File: src/rtl/lz77_pkg.sv
// Shared LZ77 constants: widths, history depth, end-of-stream symbol and FSM encoding.
// Used by both encoder and decoder so the two ends of the link agree.
package lz77_pkg;

   localparam int SEARCH_LEN = 9;
   localparam int CHAR_W     = 8;
   localparam int OFF_W      = 4;
   localparam int LEN_W      = 3;

   localparam logic [CHAR_W-1:0] END_CHAR = 8'h24;

   localparam logic [1:0] ST_IDLE = 2'd0;
   localparam logic [1:0] ST_COPY = 2'd1;
   localparam logic [1:0] ST_LIT  = 2'd2;
   localparam logic [1:0] ST_DONE = 2'd3;

   // Offsets beyond the oldest history entry clamp to the oldest entry.
   function automatic logic [OFF_W-1:0] sat_offset(input logic [OFF_W-1:0] off);
      if (off > OFF_W'(SEARCH_LEN - 1)) begin
         return OFF_W'(SEARCH_LEN - 1);
      end else begin
         return off;
      end
   endfunction

endpackage

File: src/rtl/lz77_hist_buf.sv
// Search-history shift register: newest char enters at the top entry, oldest falls out of entry 0.
// Read port is addressed by match offset (0 = newest char).
module lz77_hist_buf
   import lz77_pkg::*;
(
   input  logic              clk,
   input  logic              rst,
   input  logic              shift_en_i,
   input  logic [CHAR_W-1:0] shift_data_i,
   input  logic [OFF_W-1:0]  rd_off_i,
   output logic [CHAR_W-1:0] rd_data_o
);

   logic [CHAR_W-1:0] hist_q [SEARCH_LEN];
   logic [OFF_W-1:0]  rd_idx_s;

   always_ff @(posedge clk or posedge rst) begin
      if (rst) begin
         for (int i = 0; i < SEARCH_LEN; i++) begin
            hist_q[i] <= END_CHAR;
         end
      end else if (shift_en_i) begin
         for (int i = 0; i < SEARCH_LEN - 1; i++) begin
            hist_q[i] <= hist_q[i+1];
         end
         hist_q[SEARCH_LEN-1] <= shift_data_i;
      end
   end

   assign rd_idx_s  = OFF_W'(SEARCH_LEN - 1) - rd_off_i;
   assign rd_data_o = hist_q[rd_idx_s];

endmodule

File: src/rtl/lz77_decoder.sv
// LZ77 triplet decoder: copies match_len chars from a 9-char history, then emits the literal.
// A '$' literal ends the stream and parks the decoder in DONE until reset.
module lz77_decoder
   import lz77_pkg::*;
(
   input  logic              clk,
   input  logic              reset,
   input  logic              code_valid,
   output logic              code_ready,
   input  logic [OFF_W-1:0]  code_offset,
   input  logic [LEN_W-1:0]  code_len,
   input  logic [CHAR_W-1:0] code_char,
   output logic              char_valid,
   output logic [CHAR_W-1:0] char_out,
   output logic              finish,
   output logic              encode
);

   logic [1:0]        state_q, state_d;
   logic [OFF_W-1:0]  off_q, off_d;
   logic [LEN_W-1:0]  len_q, len_d;
   logic [LEN_W-1:0]  cnt_q, cnt_d;
   logic [CHAR_W-1:0] lit_q, lit_d;
   logic              char_valid_q, char_valid_d;
   logic [CHAR_W-1:0] char_out_q, char_out_d;
   logic              finish_q, finish_d;

   logic              shift_en_s;
   logic [CHAR_W-1:0] shift_data_s;
   logic [CHAR_W-1:0] rd_data_s;

   lz77_hist_buf u_hist (
      .clk          (clk),
      .rst          (reset),
      .shift_en_i   (shift_en_s),
      .shift_data_i (shift_data_s),
      .rd_off_i     (off_q),
      .rd_data_o    (rd_data_s)
   );

   always_comb begin
      state_d      = state_q;
      off_d        = off_q;
      len_d        = len_q;
      cnt_d        = cnt_q;
      lit_d        = lit_q;
      char_valid_d = 1'b0;
      char_out_d   = char_out_q;
      finish_d     = finish_q;
      shift_en_s   = 1'b0;
      shift_data_s = {CHAR_W{1'b0}};
      case (state_q)
         ST_IDLE: begin
            if (code_valid) begin
               off_d   = sat_offset(code_offset);
               len_d   = code_len;
               lit_d   = code_char;
               cnt_d   = {LEN_W{1'b0}};
               state_d = (code_len != {LEN_W{1'b0}}) ? ST_COPY : ST_LIT;
            end else begin
               state_d = ST_IDLE;
            end
         end
         // Read index stays fixed while the buffer shifts, so overlapping copies repeat the pattern.
         ST_COPY: begin
            char_out_d   = rd_data_s;
            char_valid_d = 1'b1;
            shift_en_s   = 1'b1;
            shift_data_s = rd_data_s;
            cnt_d        = cnt_q + LEN_W'(1);
            if (cnt_q == len_q - LEN_W'(1)) begin
               state_d = ST_LIT;
            end else begin
               state_d = ST_COPY;
            end
         end
         ST_LIT: begin
            if (lit_q == END_CHAR) begin
               finish_d = 1'b1;
               state_d  = ST_DONE;
            end else begin
               char_out_d   = lit_q;
               char_valid_d = 1'b1;
               shift_en_s   = 1'b1;
               shift_data_s = lit_q;
               state_d      = ST_IDLE;
            end
         end
         ST_DONE: begin
            finish_d = 1'b1;
            state_d  = ST_DONE;
         end
         default: begin
            state_d = ST_IDLE;
         end
      endcase
   end

   always_ff @(posedge clk or posedge reset) begin
      if (reset) begin
         state_q      <= ST_IDLE;
         off_q        <= {OFF_W{1'b0}};
         len_q        <= {LEN_W{1'b0}};
         cnt_q        <= {LEN_W{1'b0}};
         lit_q        <= {CHAR_W{1'b0}};
         char_valid_q <= 1'b0;
         char_out_q   <= {CHAR_W{1'b0}};
         finish_q     <= 1'b0;
      end else begin
         state_q      <= state_d;
         off_q        <= off_d;
         len_q        <= len_d;
         cnt_q        <= cnt_d;
         lit_q        <= lit_d;
         char_valid_q <= char_valid_d;
         char_out_q   <= char_out_d;
         finish_q     <= finish_d;
      end
   end

   assign code_ready = (state_q == ST_IDLE);
   assign char_valid = char_valid_q;
   assign char_out   = char_out_q;
   assign finish     = finish_q;
   assign encode     = 1'b0;

endmodule

File: config.mk
export PLATFORM = sky130hd
export DESIGN_NAME = lz77_decoder
export DESIGN_NICKNAME = d
export VERILOG_FILES = /design/src/rtl/lz77_pkg.sv /design/src/rtl/lz77_hist_buf.sv /design/src/rtl/lz77_decoder.sv
export SDC_FILE = /design/constraint.sdc
export NUM_CORES = 1
export LEC_CHECK = 0
export ABC_AREA = 1
export CORE_AREA = 4 4 123 95
export DETAILED_ROUTE_END_ITERATION = 7
export DIE_AREA = 0 0 127 99
export GPL_ROUTABILITY_DRIVEN = 0
export HOLD_SLACK_MARGIN = 0.03
export PLACE_DENSITY = 0.83
export REMOVE_ABC_BUFFERS = 1
export SLEW_MARGIN = 20
export SYNTH_ARGS = -nofsm -noshare
export SYNTH_HDL_FRONTEND = slang
export SYNTH_SLANG_ARGS = --single-unit
File: constraint.sdc
create_clock -name clk -period 3.2 [get_ports clk]
set_clock_uncertainty 0.1 [all_clocks]
set_input_delay 0.32 -clock clk [delete_from_list [all_inputs] [get_ports clk]]
set_output_delay 0.32 -clock clk [all_outputs]
set_load 0.02 [all_outputs]
==> impl_results.html, run 1 <==
<table>
<tr><th>Metric</th><th>Value</th></tr>
<tr><th colspan="2">Global route</th></tr>
<tr><td>Global routing usage summed across all routing layers</td><td>0.198</td></tr>
<tr><td>Pin count of the biggest net entering global routing</td><td>103</td></tr>
<tr><td>Met2 routing resource usage after global routing</td><td>0.296</td></tr>
<tr><td>Vias in the first global route</td><td>4249</td></tr>
<tr><td>Global Route met1 Usage</td><td>0.283</td></tr>
<tr><td>Initial antenna violation count</td><td>0</td></tr>
<tr><td>Remaining Overflow, GRT</td><td>0</td></tr>
<tr><td>Met3 capacity usage during global routing</td><td>0.0542</td></tr>
<tr><td>Global-route wire length before repair</td><td>20400 microns</td></tr>
<tr><td>Busiest layer in global routing</td><td>met2</td></tr>
<tr><th colspan="2">Critical path</th></tr>
<tr><td>Worst R2R Start</td><td>state_q[0]</td></tr>
<tr><td>Reg2Reg Setup Slack</td><td>720 ps</td></tr>
<tr><td>Setup CP Type</td><td>reg2reg</td></tr>
<tr><td>Startpoint kind of the worst setup timing path</td><td>flip-flop</td></tr>
<tr><td>Endpoint class of the critical path</td><td>flip-flop</td></tr>
<tr><td>Cell type of the slowest stage on the worst timing path</td><td>sky130_fd_sc_hd__ha_1</td></tr>
<tr><td>Worst Path Max Fanout</td><td>13</td></tr>
<tr><td>Critical Path Source</td><td>state_q[0]</td></tr>
<tr><td>Bufs and invs on worst path</td><td>2</td></tr>
<tr><td>Cell-by-cell trace of the critical path</td><td>inv_1 -&gt; ha_1 -&gt; inv_1 -&gt; nand2_1 -&gt; nand2_1 -&gt; a21oi_1 -&gt; a21oi_1</td></tr>
<tr><td>Family with the most delay on the worst path</td><td>simple AND/OR/NAND/NOR gates</td></tr>
<tr><td>Worst Path Arrival</td><td>2620 ps</td></tr>
<tr><td>Delay of the slowest critical-path stage</td><td>470 ps</td></tr>
<tr><td>Required time of the worst setup path</td><td>3340 ps</td></tr>
<tr><th colspan="2">Synthesis</th></tr>
<tr><td>Count of state elements after synthesis</td><td>102</td></tr>
<tr><td>Synth area leader</td><td>sky130_fd_sc_hd__dfrtp_1</td></tr>
<tr><td>Mean post-synth cell area</td><td>8.31 sq um</td></tr>
<tr><td>Count of yosys warnings during synthesis</td><td>0</td></tr>
<tr><td>Fraction of post-synthesis cell area in the top cell type by area</td><td>0.378</td></tr>
<tr><td>Sequential element share of the synthesized area</td><td>0.462</td></tr>
<tr><td>Cell Area, Synth</td><td>0.00557 sq mm</td></tr>
<tr><td>Area contributors post-synth</td><td>sky130_fd_sc_hd__dfrtp_1, sky130_fd_sc_hd__nand2_1, sky130_fd_sc_hd__o21ai_2</td></tr>
<tr><td>Count of cell types in the netlist</td><td>33</td></tr>
<tr><td>Gate Count Post-Synth</td><td>670</td></tr>
<tr><th colspan="2">Floorplan</th></tr>
<tr><td>Area of the core region</td><td>0.0103 sq mm</td></tr>
<tr><td>DIE HEIGHT</td><td>99 microns</td></tr>
<tr><td>Core Rows</td><td>32</td></tr>
<tr><td>Die X-Extent</td><td>127 microns</td></tr>
<tr><td>Die Footprint</td><td>0.0126 sq mm</td></tr>
<tr><td>Starting density of the core</td><td>0.539</td></tr>
<tr><td>Number of ports placed on the die boundary</td><td>30</td></tr>
<tr><th colspan="2">Clocking</th></tr>
<tr><td>Skew-Pair Late Insertion Delay</td><td>350 ps</td></tr>
<tr><td>Root buffer cell</td><td>sky130_fd_sc_hd__clkbuf_16</td></tr>
<tr><td>Total setup buffers inserted after CTS</td><td>0</td></tr>
<tr><td>Number of clock buffers inserted by TritonCTS</td><td>9</td></tr>
<tr><td>Cts repair resizes</td><td>0</td></tr>
<tr><td>CTS tree</td><td>yes</td></tr>
<tr><td>Worst-path clk slew</td><td>70 ps</td></tr>
<tr><td>Worst-case clock buffer depth</td><td>2</td></tr>
<tr><td>Cts hold-fix bufs</td><td>0</td></tr>
<tr><td>Count of clock tree sinks</td><td>102</td></tr>
<tr><td>Depth of the CTS H-tree</td><td>3</td></tr>
<tr><th colspan="2">Power</th></tr>
<tr><td>LEAKAGE</td><td>2.74 nW</td></tr>
<tr><td>Peak VDD IR</td><td>278 uV</td></tr>
<tr><td>Power density cells</td><td>394 mW/mm^2</td></tr>
<tr><th colspan="2">Timing</th></tr>
<tr><td>Final total negative setup slack</td><td>0 ps</td></tr>
<tr><td>Rel. slew slack</td><td>0.346</td></tr>
<tr><td>Transition time of the tightest slew-check pin</td><td>974 ps</td></tr>
<tr><td>Final-report hold violation count</td><td>0</td></tr>
<tr><td>Min cycle time layout</td><td>2480 ps</td></tr>
<tr><td>RSZ-0062 raised after global routing</td><td>no</td></tr>
<tr><td>F_max</td><td>403 MHz</td></tr>
<tr><td>Setup violators final</td><td>0</td></tr>
<tr><td>Period utilisation layout</td><td>0.775</td></tr>
<tr><td>Slew Viols, Final</td><td>0</td></tr>
<tr><th colspan="2">Cells and area</th></tr>
<tr><td>Diodes inserted</td><td>0</td></tr>
<tr><td>Final Core Density</td><td>0.592</td></tr>
<tr><td>Count of filler cells inserted in the layout</td><td>887</td></tr>
<tr><td>Area growth syn-to-layout</td><td>9.82%</td></tr>
<tr><td>Total Nets Final</td><td>707</td></tr>
<tr><td>Fraction of final layout cells with drive strength greater than 1</td><td>0.229</td></tr>
<tr><th colspan="2">Job</th></tr>
<tr><td>Max cap viols</td><td>0</td></tr>
<tr><th colspan="2">Detailed routing</th></tr>
<tr><td>Routed vias/inst</td><td>5.20</td></tr>
<tr><td>Count of nets left with antenna violations after detail routing</td><td>0</td></tr>
<tr><td>Final routed wire length divided by cell count</td><td>14.2 microns</td></tr>
<tr><td>Final WL</td><td>11700 microns</td></tr>
<tr><td>Final routed DRC violation total</td><td>0</td></tr>
<tr><td>Number of DRC violations after detailed-routing iteration 0</td><td>316</td></tr>
<tr><td>Number of detailed-routing iterations run before antenna repair</td><td>5</td></tr>
<tr><td>Total via count after detailed routing</td><td>4280</td></tr>
<tr><th colspan="2">Placed design</th></tr>
<tr><td>Count of input and output buffers</td><td>28</td></tr>
<tr><td>DPL Wire Length</td><td>7880 microns</td></tr>
<tr><th colspan="2">Hold path</th></tr>
<tr><td>Class of the most critical hold timing path</td><td>in2async</td></tr>
<tr><th colspan="2">Outcome</th></tr>
<tr><td>Run status</td><td>finished clean</td></tr>
</table>
## synthesized netlist by cell type
master / number
sky130_fd_sc_hd__buf_2: 15
sky130_fd_sc_hd__nor3_1: 8
sky130_fd_sc_hd__o21ai_2: 57
sky130_fd_sc_hd__nand3_2: 1
sky130_fd_sc_hd__nor2_4: 1
sky130_fd_sc_hd__dfstp_2: 18
sky130_fd_sc_hd__o21ai_0: 17
sky130_fd_sc_hd__nor2_1: 29
sky130_fd_sc_hd__conb_1: 1
sky130_fd_sc_hd__buf_12: 6
sky130_fd_sc_hd__buf_4: 4
sky130_fd_sc_hd__ha_1: 7
sky130_fd_sc_hd__xnor2_1: 3
sky130_fd_sc_hd__nand2_1: 150
sky130_fd_sc_hd__o21a_1: 1
sky130_fd_sc_hd__inv_1: 93
sky130_fd_sc_hd__xor2_2: 1
sky130_fd_sc_hd__clkinv_1: 2
sky130_fd_sc_hd__o31ai_1: 1
sky130_fd_sc_hd__inv_2: 3
sky130_fd_sc_hd__clkbuf_1: 5
sky130_fd_sc_hd__buf_6: 2
sky130_fd_sc_hd__o21ai_1: 1
sky130_fd_sc_hd__dfrtp_1: 84
sky130_fd_sc_hd__nor2_2: 1
sky130_fd_sc_hd__nand2_2: 53
sky130_fd_sc_hd__nand2_4: 1
sky130_fd_sc_hd__a21oi_1: 30
sky130_fd_sc_hd__nand3_1: 69
sky130_fd_sc_hd__clkbuf_2: 1
sky130_fd_sc_hd__xor2_1: 2
sky130_fd_sc_hd__nand4_1: 2
sky130_fd_sc_hd__o21bai_1: 1
## sequential cells by signal (all words and copies together) (netlist names)
signal         cells
u_hist.hist_q     72
lit_q              8
len_q              3
off_q              4
char_out           8
state_q            2
finish             1
cnt_q              3
char_valid         1
## layout make-up
| cell class | instances | area (sq um) | share of cell area |
|---|---|---|---|
| Inverter | 98 | 370 | 0.0606 |
| Timing Repair Buffer | 34 | 350 | 0.0573 |
| Clock inverter | 4 | 28.8 | 0.00471 |
| Sequential cell | 102 | 2570 | 0.421 |
| Multi-Input combinational cell | 437 | 2360 | 0.386 |
| Clock buffer | 12 | 258 | 0.0422 |
| Tap cell | 136 | 170 | 0.0278 |
## worst reg2reg max path, cell delays in order (launching register included)
cell and delay, ps:
sky130_fd_sc_hd__dfrtp_1 400, sky130_fd_sc_hd__inv_1 100, sky130_fd_sc_hd__ha_1 470, sky130_fd_sc_hd__inv_1 340
sky130_fd_sc_hd__nand2_1 390, sky130_fd_sc_hd__nand2_1 290, sky130_fd_sc_hd__a21oi_1 200, sky130_fd_sc_hd__a21oi_1 80
## cell usage in the layout, fill, tap and decap left out, types with 4 or more instances in the layout
master | netlist | layout
sky130_fd_sc_hd__nand2_1 | 150 | 150
sky130_fd_sc_hd__inv_1 | 93 | 92
sky130_fd_sc_hd__dfrtp_1 | 84 | 84
sky130_fd_sc_hd__nand3_1 | 69 | 69
sky130_fd_sc_hd__o21ai_2 | 57 | 57
sky130_fd_sc_hd__nand2_2 | 53 | 53
sky130_fd_sc_hd__a21oi_1 | 30 | 30
sky130_fd_sc_hd__nor2_1 | 29 | 29
sky130_fd_sc_hd__clkdlybuf4s50_1 | 0 | 28
sky130_fd_sc_hd__dfstp_2 | 18 | 18
sky130_fd_sc_hd__o21ai_0 | 17 | 17
sky130_fd_sc_hd__clkbuf_16 | 0 | 10
sky130_fd_sc_hd__nor3_1 | 8 | 8
sky130_fd_sc_hd__ha_1 | 7 | 7
sky130_fd_sc_hd__buf_4 | 4 | 4
## cells by family after synthesis
group / share of synthesized area
and+or+nand+nor: 0.259
buffers and inverters: 0.115
AOI/OAI and AO/OA: 0.137
DFF: 0.462
adders and majority gates: 0.0157
xor gates and xnor gates: 0.0108
other: 0.000674
## metrics by stage
step           instances  total power [mW]  setup slack [ps]  hold WS [ps]  instance area, sq um
6_report             823              2.41               719           323                  6110
5_1_grt              823              2.49               472           381                  6110
4_1_cts              823              2.42               730           375                  6110
3_5_place_dp         807              1.37               745           364                  5830
3_3_place_gp         807              1.37               839           362                  5830
2_1_floorplan        637              1.33              7.48           330                  5300
## report_power, final
part	total [mW]	switching, mW	leakage (nW)	internal [mW]
clock	1.07	0.488	0.142	0.578
sequential	1.29	0	1.31	1.29
combinational	0.0512	0.0301	1.28	0.0211
total	2.41	0.518	2.74	1.89
## worst paths after layout
kind                                     end  depth (start not counted)
hold reg to reg            u_hist.hist_q[37]                          2
hold / removal                        finish                          3
max in group asynchronous  u_hist.hist_q[48]                          3
setup / recovery                 char_out[2]                          7
min in group clk           u_hist.hist_q[37]                          2
setup reg to reg                 char_out[2]                          7
## routing by layer
| metal | routed length [microns] | part of all wire |
|---|---|---|
| met1 | 5370 | 0.46 |
| met5 | 0 | 0 |
| met4 | 159 | 0.014 |
| met3 | 792 | 0.068 |
| met2 | 5380 | 0.46 |
Note: power is estimated with default switching activity, not from simulation.
==> run 2: changes to the inputs <==
- CORE_AREA: 4 4 123 95 -> 4 4 117 91
- DIE_AREA: 0 0 127 99 -> 0 0 121 95
- PLACE_DENSITY: 0.83 -> 0.86
- clock period: 3.2 -> 2.35 ns (I/O delays scaled with it)
==> impl_results.html, run 2 (synthesized netlist as in run 1, its figures left out) <==
<table>
<tr><th>Metric</th><th>Value</th></tr>
<tr><th colspan="2">Outcome</th></tr>
<tr><td>Run status</td><td>finished clean</td></tr>
<tr><th colspan="2">Detailed routing</th></tr>
<tr><td>Final routed wire length divided by cell count</td><td>14.8 microns (+3.8%)</td></tr>
<tr><td>Number of DRC violations after detailed-routing iteration 0</td><td>463 (+47%)</td></tr>
<tr><td>Met2 Wirelength</td><td>6080 microns (+13%)</td></tr>
<tr><td>Total via count after detailed routing</td><td>4430 (+3.5%)</td></tr>
<tr><td>Final routed DRC violation total</td><td>0 (unchanged)</td></tr>
<tr><td>Final WL</td><td>12200 microns (+4.2%)</td></tr>
<tr><td>Routed metal-1 wirelength</td><td>5080 microns (-5.3%)</td></tr>
<tr><td>Routed wl met3</td><td>819 microns (+3.4%)</td></tr>
<tr><td>Number of detailed-routing iterations run before antenna repair</td><td>6 (+1)</td></tr>
<tr><td>Count of nets left with antenna violations after detail routing</td><td>0 (unchanged)</td></tr>
<tr><td>Routed vias/inst</td><td>5.36 (+3.1%)</td></tr>
<tr><td>Highest routed layer</td><td>met4</td></tr>
<tr><th colspan="2">Cells and area</th></tr>
<tr><td>Post-route cell area</td><td>0.00619 sq mm (+1.2%)</td></tr>
<tr><td>Max reg flops</td><td>72 (unchanged)</td></tr>
<tr><td>Commonest non-fill, non-tap cell in the layout</td><td>sky130_fd_sc_hd__nand2_1</td></tr>
<tr><td>Most frequent cells in the layout</td><td>sky130_fd_sc_hd__nand2_1, sky130_fd_sc_hd__inv_1, sky130_fd_sc_hd__dfrtp_1</td></tr>
<tr><td>Area growth syn-to-layout</td><td>11.2%</td></tr>
<tr><td>Register bank with the most flops</td><td>u_hist.hist_q</td></tr>
<tr><td>Final Core Density</td><td>0.651 (+0.0595)</td></tr>
<tr><td>Fraction of final layout cells with drive strength greater than 1</td><td>0.238 (+0.00922)</td></tr>
<tr><td>Post-route insts no fill</td><td>826 (+0.36%)</td></tr>
<tr><td>Diodes inserted</td><td>0 (unchanged)</td></tr>
<tr><td>Total Nets Final</td><td>714 (+0.99%)</td></tr>
<tr><th colspan="2">Timing</th></tr>
<tr><td>Final-report hold violation count</td><td>0 (unchanged)</td></tr>
<tr><td>Period utilisation layout</td><td>0.905 (+0.130)</td></tr>
<tr><td>Transition time of the tightest slew-check pin</td><td>610 ps (-364 ps)</td></tr>
<tr><td>F_max</td><td>470 MHz (+17%)</td></tr>
<tr><td>Min cycle time layout</td><td>2130 ps (-353 ps)</td></tr>
<tr><td>RSZ-0062 raised after global routing</td><td>no</td></tr>
<tr><td>Setup violators final</td><td>0 (unchanged)</td></tr>
<tr><td>Rel. slew slack</td><td>0.592 (+0.245)</td></tr>
<tr><td>Slew Viols, Final</td><td>0 (unchanged)</td></tr>
<tr><td>Tightest hold margin</td><td>275 ps (-48.2 ps)</td></tr>
<tr><th colspan="2">Critical path</th></tr>
<tr><td>Setup CP Type</td><td>reg2reg</td></tr>
<tr><td>Worst Path Arrival</td><td>2260 ps (-360 ps)</td></tr>
<tr><td>Startpoint kind of the worst setup timing path</td><td>flip-flop</td></tr>
<tr><td>Cell-by-cell trace of the critical path</td><td>inv_2 -&gt; ha_1 -&gt; clkinv_1 -&gt; nand3_1 -&gt; nand3_1 -&gt; nand3_1 -&gt; nand2_1 -&gt; nand2_1 -&gt; a21oi_1</td></tr>
<tr><td>Endpoint class of the critical path</td><td>flip-flop</td></tr>
<tr><td>Worst Path Max Fanout</td><td>17 (+4)</td></tr>
<tr><td>R2R cell count</td><td>9 (+2)</td></tr>
<tr><td>Required time of the worst setup path</td><td>2480 ps (-860 ps)</td></tr>
<tr><td>Worst R2R Start</td><td>off_q[0]</td></tr>
<tr><td>Reg2Reg Setup Slack</td><td>220 ps (-500 ps)</td></tr>
<tr><td>Delay of the slowest critical-path stage</td><td>480 ps (about the same)</td></tr>
<tr><td>Cell type of the slowest stage on the worst timing path</td><td>sky130_fd_sc_hd__clkinv_1</td></tr>
<tr><td>Worst R2R End</td><td>char_out[6]</td></tr>
<tr><td>Dominant cell type by count on the critical path</td><td>sky130_fd_sc_hd__nand3_1</td></tr>
<tr><th colspan="2">Clocking</th></tr>
<tr><td>Root buffer cell</td><td>sky130_fd_sc_hd__clkbuf_16</td></tr>
<tr><td>Worst-path clk slew</td><td>70 ps (about the same)</td></tr>
<tr><td>Total setup buffers inserted after CTS</td><td>0 (unchanged)</td></tr>
<tr><td>Count of clock tree sinks</td><td>102 (unchanged)</td></tr>
<tr><td>Worst-case clock buffer depth</td><td>2 (unchanged)</td></tr>
<tr><td>Depth of the CTS H-tree</td><td>3 (unchanged)</td></tr>
<tr><td>Skew-Pair Late Insertion Delay</td><td>350 ps (about the same)</td></tr>
<tr><td>CTS tree</td><td>yes</td></tr>
<tr><td>Number of clock buffers inserted by TritonCTS</td><td>9 (unchanged)</td></tr>
<tr><th colspan="2">Floorplan</th></tr>
<tr><td>Starting density of the core</td><td>0.586 (+0.0469)</td></tr>
<tr><td>Die Footprint</td><td>0.0115 sq mm (-8.6%)</td></tr>
<tr><td>DIE HEIGHT</td><td>95 microns (-4.0%)</td></tr>
<tr><td>Die X-Extent</td><td>121 microns (-4.7%)</td></tr>
<tr><td>Core Rows</td><td>31 (-3.1%)</td></tr>
<tr><td>Area of the core region</td><td>0.00950 sq mm (-8.0%)</td></tr>
<tr><td>Number of ports placed on the die boundary</td><td>30 (unchanged)</td></tr>
<tr><th colspan="2">Placed design</th></tr>
<tr><td>Placed Instance Area</td><td>0.00590 sq mm (+1.2%)</td></tr>
<tr><td>Cell Count Post-Placement</td><td>810 (+0.37%)</td></tr>
<tr><td>Count of input and output buffers</td><td>28 (unchanged)</td></tr>
<tr><td>DPL Wire Length</td><td>8030 microns (+1.9%)</td></tr>
<tr><th colspan="2">Power</th></tr>
<tr><td>Power density cells</td><td>530 mW/mm^2 (+35%)</td></tr>
<tr><td>LEAKAGE</td><td>2.79 nW (+2.0%)</td></tr>
<tr><td>Peak VDD IR</td><td>352 uV (+26%)</td></tr>
<tr><th colspan="2">Job</th></tr>
<tr><td>Max cap viols</td><td>0 (unchanged)</td></tr>
<tr><th colspan="2">Hold path</th></tr>
<tr><td>Class of the most critical hold timing path</td><td>in2async</td></tr>
<tr><th colspan="2">Global route</th></tr>
<tr><td>Initial antenna violation count</td><td>0 (unchanged)</td></tr>
<tr><td>Pin count of the biggest net entering global routing</td><td>103 (unchanged)</td></tr>
<tr><td>Global-route wire length before repair</td><td>21000 microns (+3.0%)</td></tr>
<tr><td>Vias in the first global route</td><td>4563 (+7.4%)</td></tr>
<tr><td>Global routing usage summed across all routing layers</td><td>0.230 (+0.0314)</td></tr>
<tr><td>Remaining Overflow, GRT</td><td>0 (unchanged)</td></tr>
</table>
run 2: changes by cell type in the layout (fill, tap and decap cells not counted), moves of 2 or more:
| cell | before | now |
|---|---|---|
| sky130_fd_sc_hd__buf_4 | 4 | 9 |
| sky130_fd_sc_hd__clkinv_2 | 1 | 4 |
| sky130_fd_sc_hd__buf_12 | 2 | 4 |
| sky130_fd_sc_hd__clkinv_4 | 2 | 0 |
run 2: where the power goes:
group / leakage, nW / switching, mW / total, mW / internal (mW)
Combinational: 1.34 / 0.0417 / 0.0705 / 0.0288
Sequential: 1.31 / 0 / 1.76 / 1.76
Clock: 0.143 / 0.636 / 1.46 / 0.819
Total: 2.79 / 0.678 / 3.28 / 2.60
run 2: worst max path at each step:
| stage | startpoint | endpoint | slack (ps) |
|---|---|---|---|
| final | off_q[0] | char_out[6] | 220 |
| after global routing | off_q[0] | u_hist.hist_q[4] | 50 |
| after CTS | off_q[0] | char_out[6] | 220 |
| after detailed placement | off_q[0] | char_out[3] | 200 |
| after global placement | off_q[0] | char_out[2] | 300 |
| after floorplan | off_q[0] | u_hist.hist_q[3] | -840 |
run 2: per-stage QoR:
stage	setup slack, ps	total power [mW]	TNS [ps]
2_1_floorplan	-843	1.82	-74860
3_3_place_gp	301	1.86	0
3_5_place_dp	200	1.86	0
4_1_cts	223	3.30	0
5_1_grt	54.9	3.38	0
6_report	222	3.28	0
run 2: critical path, delay by kind of cell (launching register included):
kind | cells | cell delay [ps]
compound gates | 1 | 60
fa+ha+maj | 1 | 300
buf+inv | 2 | 530
flops | 1 | 370
simple gates | 5 | 650
run 2: repair_timing:
action,CTS,global route
gates resized for setup,0,1
endpoints found under the setup margin,0,1
hold buffers,0,0
run 2: per-layer routing:
| layer | vias to the layer above | track usage |
|---|---|---|
| met1 | 2101 | 0.288 |
| met5 | - | 0 |
| met3 | 29 | 0.0527 |
| met4 | 0 | 0.0991 |
| li1 | 2133 | - |
| met2 | 167 | 0.384 |
run 2: area by class of cell:
type / count / area [sq um]
timing repair buffer: 41 / 428
tap: 132 / 165
clock buffer: 11 / 233
multi-input combinational: 437 / 2370
inverter: 98 / 370
fill: 773 / 3310
sequential: 102 / 2570
clock inverter: 5 / 50.0
